--- src/rtl/board_judge.sv ---
`default_nettype none
// ============================================================================
//  Module      : board_judge
//  Description : Snapshots a 3x3 mark board on request and scans its eight
//                winning lines one per cycle, reporting winner, winning
//                line, draw or illegal-square error with a done pulse.
//  Revision    : 1.0 - initial release
// ============================================================================
module board_judge #(
  parameter bit HOLD_RESULT = 1'b1
) (
  input  logic        clk,
  input  logic        reset,
  input  logic        check,
  input  logic [17:0] board,
  output logic        busy,
  output logic        done,
  output logic [1:0]  winner,
  output logic [2:0]  win_line,
  output logic        draw,
  output logic        error
);

  typedef enum logic [1:0] {
    S_IDLE = 2'd0,
    S_SCAN = 2'd1,
    S_DONE = 2'd2
  } state_t;

  localparam logic [2:0] c_LAST_LINE = 3'd7;

  state_t      r_state;
  logic [2:0]  r_idx;
  logic [17:0] r_snap;

  logic [3:0]  w_ia, w_ib, w_ic;
  logic [1:0]  w_a, w_b, w_c;
  logic        w_win;
  logic [8:0]  w_in_illegal;
  logic [8:0]  w_snap_empty;

  // Per-square flags: illegal marks on the live board (sampled at capture)
  // and empty squares in the frozen snapshot (used for the draw decision).
  for (genvar gi = 0; gi < 9; gi++) begin : g_sq
    assign w_in_illegal[gi] = (board[2*gi +: 2] == 2'b11);
    assign w_snap_empty[gi] = (r_snap[2*gi +: 2] == 2'b00);
  end

  // Map the current line index to its three square positions.
  always_comb begin
    w_ia = 4'd2;
    w_ib = 4'd4;
    w_ic = 4'd6;
    case (r_idx)
      3'd0:    begin w_ia = 4'd0; w_ib = 4'd1; w_ic = 4'd2; end
      3'd1:    begin w_ia = 4'd3; w_ib = 4'd4; w_ic = 4'd5; end
      3'd2:    begin w_ia = 4'd6; w_ib = 4'd7; w_ic = 4'd8; end
      3'd3:    begin w_ia = 4'd0; w_ib = 4'd3; w_ic = 4'd6; end
      3'd4:    begin w_ia = 4'd1; w_ib = 4'd4; w_ic = 4'd7; end
      3'd5:    begin w_ia = 4'd2; w_ib = 4'd5; w_ic = 4'd8; end
      3'd6:    begin w_ia = 4'd0; w_ib = 4'd4; w_ic = 4'd8; end
      default: begin w_ia = 4'd2; w_ib = 4'd4; w_ic = 4'd6; end
    endcase
  end

  assign w_a   = r_snap[{w_ia, 1'b0} +: 2];
  assign w_b   = r_snap[{w_ib, 1'b0} +: 2];
  assign w_c   = r_snap[{w_ic, 1'b0} +: 2];
  // Illegal (2'b11) and empty squares can never complete a line.
  assign w_win = (w_a == w_b) && (w_b == w_c) && ((w_a == 2'b01) || (w_a == 2'b10));

  // Scan controller with registered result outputs.
  always_ff @(posedge clk) begin
    if (!reset) begin
      r_state  <= S_IDLE;
      r_idx    <= 3'd0;
      r_snap   <= 18'd0;
      busy     <= 1'b0;
      done     <= 1'b0;
      winner   <= 2'b00;
      win_line <= 3'd0;
      draw     <= 1'b0;
      error    <= 1'b0;
    end else begin
      case (r_state)
        S_IDLE: begin
          done <= 1'b0;
          if (check) begin
            r_snap   <= board;
            error    <= |w_in_illegal;
            winner   <= 2'b00;
            win_line <= 3'd0;
            draw     <= 1'b0;
            r_idx    <= 3'd0;
            busy     <= 1'b1;
            r_state  <= S_SCAN;
          end
        end
        S_SCAN: begin
          if (w_win) begin
            winner   <= w_a;
            win_line <= r_idx;
            done     <= 1'b1;
            r_state  <= S_DONE;
          end else if (r_idx == c_LAST_LINE) begin
            draw     <= ~(|w_snap_empty) && !error;
            done     <= 1'b1;
            r_state  <= S_DONE;
          end else begin
            r_idx    <= r_idx + 3'd1;
          end
        end
        S_DONE: begin
          done    <= 1'b0;
          busy    <= 1'b0;
          r_state <= S_IDLE;
          if (!HOLD_RESULT) begin
            winner   <= 2'b00;
            win_line <= 3'd0;
            draw     <= 1'b0;
            error    <= 1'b0;
          end
        end
        default: begin
          done    <= 1'b0;
          busy    <= 1'b0;
          r_state <= S_IDLE;
        end
      endcase
    end
  end

endmodule
`default_nettype wire

--- config.mk ---
export PLATFORM = sky130hd
export DESIGN_NAME = board_judge
export DESIGN_NICKNAME = d
export VERILOG_FILES = /design/src/rtl/board_judge.sv
export SDC_FILE = /design/constraint.sdc
export NUM_CORES = 1
export LEC_CHECK = 0
export ABC_CLOCK_PERIOD_IN_PS = 6300
export CELL_PAD_IN_SITES_DETAIL_PLACEMENT = 1
export CELL_PAD_IN_SITES_GLOBAL_PLACEMENT = 1
export CORE_MARGIN = 2
export CORE_UTILIZATION = 43
export DETAILED_ROUTE_END_ITERATION = 6
export PLACE_DENSITY_LB_ADDON = 0.15
export SLEW_MARGIN = 10
export SYNTH_ARGS = -nofsm -noshare
export SYNTH_HDL_FRONTEND = slang
export SYNTH_SLANG_ARGS = --single-unit
--- constraint.sdc ---
create_clock -name clk -period 6.3 [get_ports clk]
set_input_delay 0.945 -clock clk [delete_from_list [all_inputs] [get_ports clk]]
set_output_delay 0.945 -clock clk [all_outputs]
set_load 0.01 [all_outputs]
After elaboration in Yosys (flattened, before gate mapping)
Cells that the tools add are included.

cells by class
  reduce and logical (&&, ||, !) cells = 29
  add/subtract/negate cells = 1
  bitwise gates (word level) = 2
  equal/unequal tests = 27
  shifts and indexed selects = 3
  muxes and demuxes = 24

operators with widths
  operator             number
  $shiftx 18x6->2      3
  $pmux 3 s4           2
  $eq 2x2->1 const B   10
  $logic_not 2->1      10
  $reduce_or 9->1      2
  $pmux 4 s4           1
  $eq 3x3->1 const B   4
  $mux 3               4
  $pmux 3 s2           2
  $mux 2               5
  $ne 2x2->1 const B   5
  $pmux 2 s2           2
  $reduce_and 2->1     4
  $reduce_and 4->1     2
  $eq 3x2->1 const B   2
  $mux 1               6
  $reduce_or 3->1      2
  $eq 2x1->1 const B   2
  $eq 2x2->1           2
  $pmux 1 s2           2
  $reduce_bool 2->1    2
  $add 3x1->3 const B  1
  $eq 3x1->1 const B   1
  $logic_and 1x1->1    3
  other kinds (6)      7

storage, ports and cells
  flip-flop bits (word level) = 32
  logic and storage cells = 95
  input bits = 21

Depth between registers and ports, before layout
  word-level depth = 9
  mapped depth = 13

Worst setup path after synthesis
OpenSTA, ideal clock, no wires.

  path kind = reg2reg
  start = register r_idx[0]
  end = register r_idx[2]
  data required time = 6228 ps
  cell stages (with the launch flop) = 12
  path slack = 3451 ps
  period minus slack after synthesis = 2849 ps
  arrival time = 2777 ps
  path buffers = 1
  cells stage by stage = dfxtp_1 -> inv_1 -> ha_1 -> or3b_1 -> a211oi_2 -> nand2_1 -> a311o_1 -> or4_4 -> o21ai_4 -> or3_1 -> buf_4 -> mux2i_1

on the way
  word-level cells in the longest chain between the ends = 9
  elaborated cells between the ends (all ways) = 30
  classes of those cells = add/sub (1); eq/ne (13); shift (3); mux (6); reduce/logical (7)

ends and longest elaborated chain
  what                                                   RTL line  source
  start: declaration                                     33        logic [2:0] r_idx;
  start signal: assignment                               110       r_idx <= r_idx + 3'd1;
  $eq 3x3->1 (tied with other cells)                     54        case (r_idx)
  $reduce_or 3->1 (no source line)                       -
  $pmux 3 s4 or $pmux 4 s4 (tied branches)               54
  $shiftx 18x6->2, on equally long branches              66, 68
  $eq 2x2->1 or $eq 2x1->1 (tied branches)               70        assign w_win = (w_a == w_b) && (w_b == w_c) && ((w_a == 2'b01) || (w_a == 2'b10));
  $logic_and 1x1->1 or $logic_or 1x1->1 (tied branches)  70
  $logic_and 1x1->1                                      70
  $ne 2x2->1 (no source line)                            -
  $reduce_and 4->1 (no source line)                      -

Several ways; a longest one is shown, not always the timed one. The select of a mux whose other input is x is not followed.
A chain may end at the register's enable or synchronous reset.

Final worst setup path
  start = register r_idx[0]
  end = register r_state[0]

on the way
  word-level cells in the longest chain between the ends = 9
  elaborated cells between the ends (all ways) = 27
  classes of those cells = eq/ne (12); shift (3); mux (5); reduce/logical (7)

ends and longest elaborated chain
  what                                                   RTL line  source
  $eq 3x3->1 (tied with other cells)                     54
  $reduce_or 3->1 (no source line)                       -
  $pmux 3 s4 or $pmux 4 s4 (tied branches)               54
  $shiftx 18x6->2, on equally long branches              66, 68
  $eq 2x2->1 or $eq 2x1->1 (tied branches)               70
  $logic_and 1x1->1 or $logic_or 1x1->1 (tied branches)  70
  $logic_and 1x1->1                                      70
  $mux 2 or $ne 3x3->1 (tied branches)                   -
  $pmux 2 s2 or $reduce_and 2->1 (tied branches)         -
  end signal: assignment                                 75        r_state <= S_IDLE;
  end signal: assignment                                 104       r_state <= S_DONE;
  end signal: assignment                                 108       r_state <= S_DONE;
  end: declaration                                       32        state_t r_state;

Several ways; a longest one is shown, not always the timed one.

==> Implementation_results.wiki <==
{| class="wikitable"
! Metric !! Value
|-
| Number of buffers added for setup after CTS || 0
|-
| Transition time at the pin with the least slew margin || 0.924 ns
|-
| Effective utilization at floorplan || ~45%
|-
| Placer Congestion || 0.847
|-
| Summed area of non-filler cells in the final layout || 2360 µm²
|-
| Cell area reported after detailed placement || 2260 µm²
|-
| Root Buffer || sky130_fd_sc_hd__clkbuf_8
|-
| Max Buffers Root-to-Sink || 2
|-
| Setup slack of the critical path after layout || approximately 3.1 ns
|-
| Multi-input gate area in the final layout || 1240 µm²
|-
| Via count of the routed design || 1,837
|-
| Average cell area after synthesis || 8.28 µm²
|-
| Hold Violations, Final || 0
|-
| Sort of element at the start of the critical path || flop
|-
| I/O Buffers || 29
|-
| Leading cell types in the layout, fill and taps excluded || sky130_fd_sc_hd__nand2_1 (51), sky130_fd_sc_hd__dfxtp_1 (32), sky130_fd_sc_hd__clkdlybuf4s50_1 (29), sky130_fd_sc_hd__a21boi_0 (22), sky130_fd_sc_hd__mux2i_1 (17)
|-
| Final setup violating endpoints || 0
|-
| Setup TNS || 0 ns
|-
| Capture point of the worst reg-to-reg path || r_state[0]
|-
| Number of nets in the synthesized netlist || 264
|-
| DRC violation total after the first TritonRoute iteration || 119
|-
| Max Clk Rate || 310 MHz
|-
| Global-route wire length before repair || 9600 µm
|-
| Storage cell area || ~640 µm²
|-
| Number of vias per cell || 5.87
|-
| Die area || about 5000 µm²
|-
| Post-cts gate resize count || 0
|-
| Post-detailed-route DRC marker count || 0
|-
| Outcome || finished, final reports clean
|-
| Worst vdd rail ir drop || 0.149 mV
|-
| Number of warnings reported in the yosys synthesis log || 0
|-
| Data arrival, critical path || 3.34 ns
|-
| Aggregate global-route resource usage || roughly 24%
|-
| CTS tree || done
|-
| CTS sink count || 32
|-
| Detailed-routing iteration count for the pre-antenna-repair pass || 6
|-
| Total of flip-flops plus latches after synthesis || 32
|-
| Critical path capture point || r_state[0]
|-
| Most common cell after layout, fill and taps aside || sky130_fd_sc_hd__nand2_1
|-
| Worst R2R Setup Slack || 3.07 ns
|-
| Final critical-path share of the clock period || 51.2%
|-
| Worst Path Class, Setup || reg2reg
|-
| Number of nets at the end of the flow || 289
|-
| Final worst hold slack || between 0.4 and 0.5 ns
|-
| Number of enable flip-flop cells after synthesis || 0
|-
| Leakage power figure || 0.908 nW
|-
| Core region area || 4350 µm²
|-
| Crit Reg-Reg Startpoint || r_idx[0]
|-
| Gr ovfl total || 0
|-
| Data required time at the worst endpoint || 6.41 ns
|-
| Fin crit period || 3.23 ns
|-
| Type of the tightest min-delay check || reg2reg
|-
| Maximum level of the CTS H-tree || 2
|-
| Final HPWL from detailed placement || 4120 µm
|-
| Post-synthesis cell area || 1950 µm²
|-
| Pin count of the biggest net entering global routing || 36
|-
| Non-Filler Instances || 313
|-
| Final clock skew || 0.00286 ns
|-
| Final ANT Viol Nets || 0
|-
| Fraction of the yosys area taken by sequential cells || 32.8%
|-
| Chip Width || 71.4 µm
|-
| Unrepaired setup endpoints after global routing || no
|-
| Area grow syn2layout || 20.8%
|-
| Headroom to the max-slew limit || 38.3%
|-
| Number of slew-limit violations in the final report || 0
|-
| Nature of the critical path endpoint || flop
|-
| Netlist cell types || 50
|-
| Row count || 24
|-
| Fraction of layout cells with a size suffix above 1 || 6.51%
|-
| Worst-path fanout max || 7
|-
| FF-to-FF path depth || 10
|-
| Clock network latency to the later pin of the worst-skew pair || 0.28 ns
|-
| Total detailed-routing wirelength || between 5000 and 6000 µm
|-
| Primary flip-flop cell chosen by synthesis mapping || sky130_fd_sc_hd__dfxtp_1
|-
| Worst setup slack before clock tree synthesis || 3.08 ns
|-
| Share of flip-flops with an asynchronous set or reset || 0%
|-
| Number of antenna violations at the first check in global routing || 0
|-
| Number of global-route vias before repair || 1,832
|-
| Number of antenna repair diodes || 0
|-
| Synthesized instance count || 236
|-
| Hold Buf Count CTS || 0
|-
| Height of the chip || 71.4 µm
|-
| Number of violations of the max-capacitance limit || 0
|-
| Register clock-pin slew on the reported worst setup and hold paths || roughly 0.060 ns
|-
| Ports placed on the boundary || 30
|-
| Wire length per cell || ~18 µm
|-
| Filler cell count || 524
|-
| Number of buffers added by the clock tree synthesis step || 5
|-
| First element of the critical path || r_idx[0]
|-
| Power density over cell area || 209 nW/µm²
|-
| Cells after DPL || a little over 300
|}
## report_power, final
part	switching, mW	total [mW]	leakage, nW	internal [mW]
logic	0.0531	0.0988	0.596	0.0458
registers	0.0129	0.225	0.262	0.212
clock network	0.0718	0.169	0.0503	0.0972
## cells in the mapped netlist (2+ instances only)
cell type                  instances  share of area [%]
sky130_fd_sc_hd__a21oi_1           6                1.5
sky130_fd_sc_hd__nand2_1          51                9.8
sky130_fd_sc_hd__buf_2             3               0.77
sky130_fd_sc_hd__nor2_1           13                2.5
sky130_fd_sc_hd__a22o_1            2               0.90
sky130_fd_sc_hd__nor2b_1           3               0.96
sky130_fd_sc_hd__o22ai_1           4                1.3
sky130_fd_sc_hd__nand2b_1          4                1.3
sky130_fd_sc_hd__mux2_2            3                1.7
sky130_fd_sc_hd__or2_0             2               0.64
sky130_fd_sc_hd__nand3_1           8                2.1
sky130_fd_sc_hd__dfxtp_1          32                 33
sky130_fd_sc_hd__a31oi_1           3               0.96
sky130_fd_sc_hd__nor3_1            3               0.77
sky130_fd_sc_hd__inv_1             4               0.77
sky130_fd_sc_hd__a21boi_0         22                8.5
sky130_fd_sc_hd__clkbuf_1          8                1.5
sky130_fd_sc_hd__nor3b_1           2               0.77
sky130_fd_sc_hd__nor4_1            2               0.64
sky130_fd_sc_hd__ha_1              7                4.5
sky130_fd_sc_hd__and2_1            3               0.96
sky130_fd_sc_hd__or3_1             2               0.64
sky130_fd_sc_hd__a22oi_1           3                1.2
sky130_fd_sc_hd__o21ai_0           4                1.0
sky130_fd_sc_hd__mux2i_1          17                8.7
## stage by stage
stage	utilization [%]	power, mW
floorplan	-	0.290
global placement	52.0	0.324
detailed placement	52.0	0.327
CTS	54.2	0.496
global route	54.2	0.518
finish	54.2	0.493
## worst max-delay path, stage by stage, from the launching register on
cell                       delay (ns)
sky130_fd_sc_hd__dfxtp_1         0.45
sky130_fd_sc_hd__ha_1            0.32
sky130_fd_sc_hd__ha_1            0.33
sky130_fd_sc_hd__nor2_1          0.08
sky130_fd_sc_hd__nor4_1          0.32
sky130_fd_sc_hd__o21ai_0         0.19
sky130_fd_sc_hd__a311o_1         0.30
sky130_fd_sc_hd__or4_4           0.56
sky130_fd_sc_hd__o21ai_4         0.11
sky130_fd_sc_hd__or3_1           0.26
sky130_fd_sc_hd__a21boi_0        0.13
## registers in the layout (all words and copies together) (netlist names)
signal / count
busy: 1
done: 1
draw: 1
error: 1
r_idx: 3
r_snap: 18
r_state: 2
win_line: 3
winner: 2
## cell families after synthesis
| group | after synthesis | synth area share [%] |
|---|---|---|
| AND/OR/NAND/NOR | 101 | 24.5 |
| AO/OA/AOI/OAI | 58 | 22.0 |
| flip-flops | 32 | 32.8 |
| multiplexers | 22 | 12.7 |
| buffers and inverters | 16 | 3.46 |
| adder cells (fa/ha/maj) | 7 | 4.48 |
## worst min path at each step
stage	from	endpoint	cells after the start	slack [ns]
finish	draw	draw	2	0.48
global route	win_line[1]	win_line[1]	2	0.49
CTS	draw	draw	2	0.48
detailed placement	draw	draw	2	0.46
global placement	draw	draw	2	0.46
floorplan	r_snap[17]	r_snap[17]	2	0.46
## final cells by class
class / instances / share of cell area, %
flip-flops and latches: 32 / 27.1
clock buffers: 7 / 4.08
multi-input cells: 188 / 52.8
inverters: 4 / 0.636
well taps: 52 / 2.76
repair buffers: 30 / 12.6
## routing by layer
metal	track usage, %	routed length (µm)	vias to the layer above	part of all wire [%]
li1	-	-	902	-
met1	35.2	2740	889	49
met2	36.9	2540	38	45
met3	4.78	224	8	4.0
met4	7.13	87	0	1.6
met5	0	0	-	0
(Power assumes the default switching activity.)
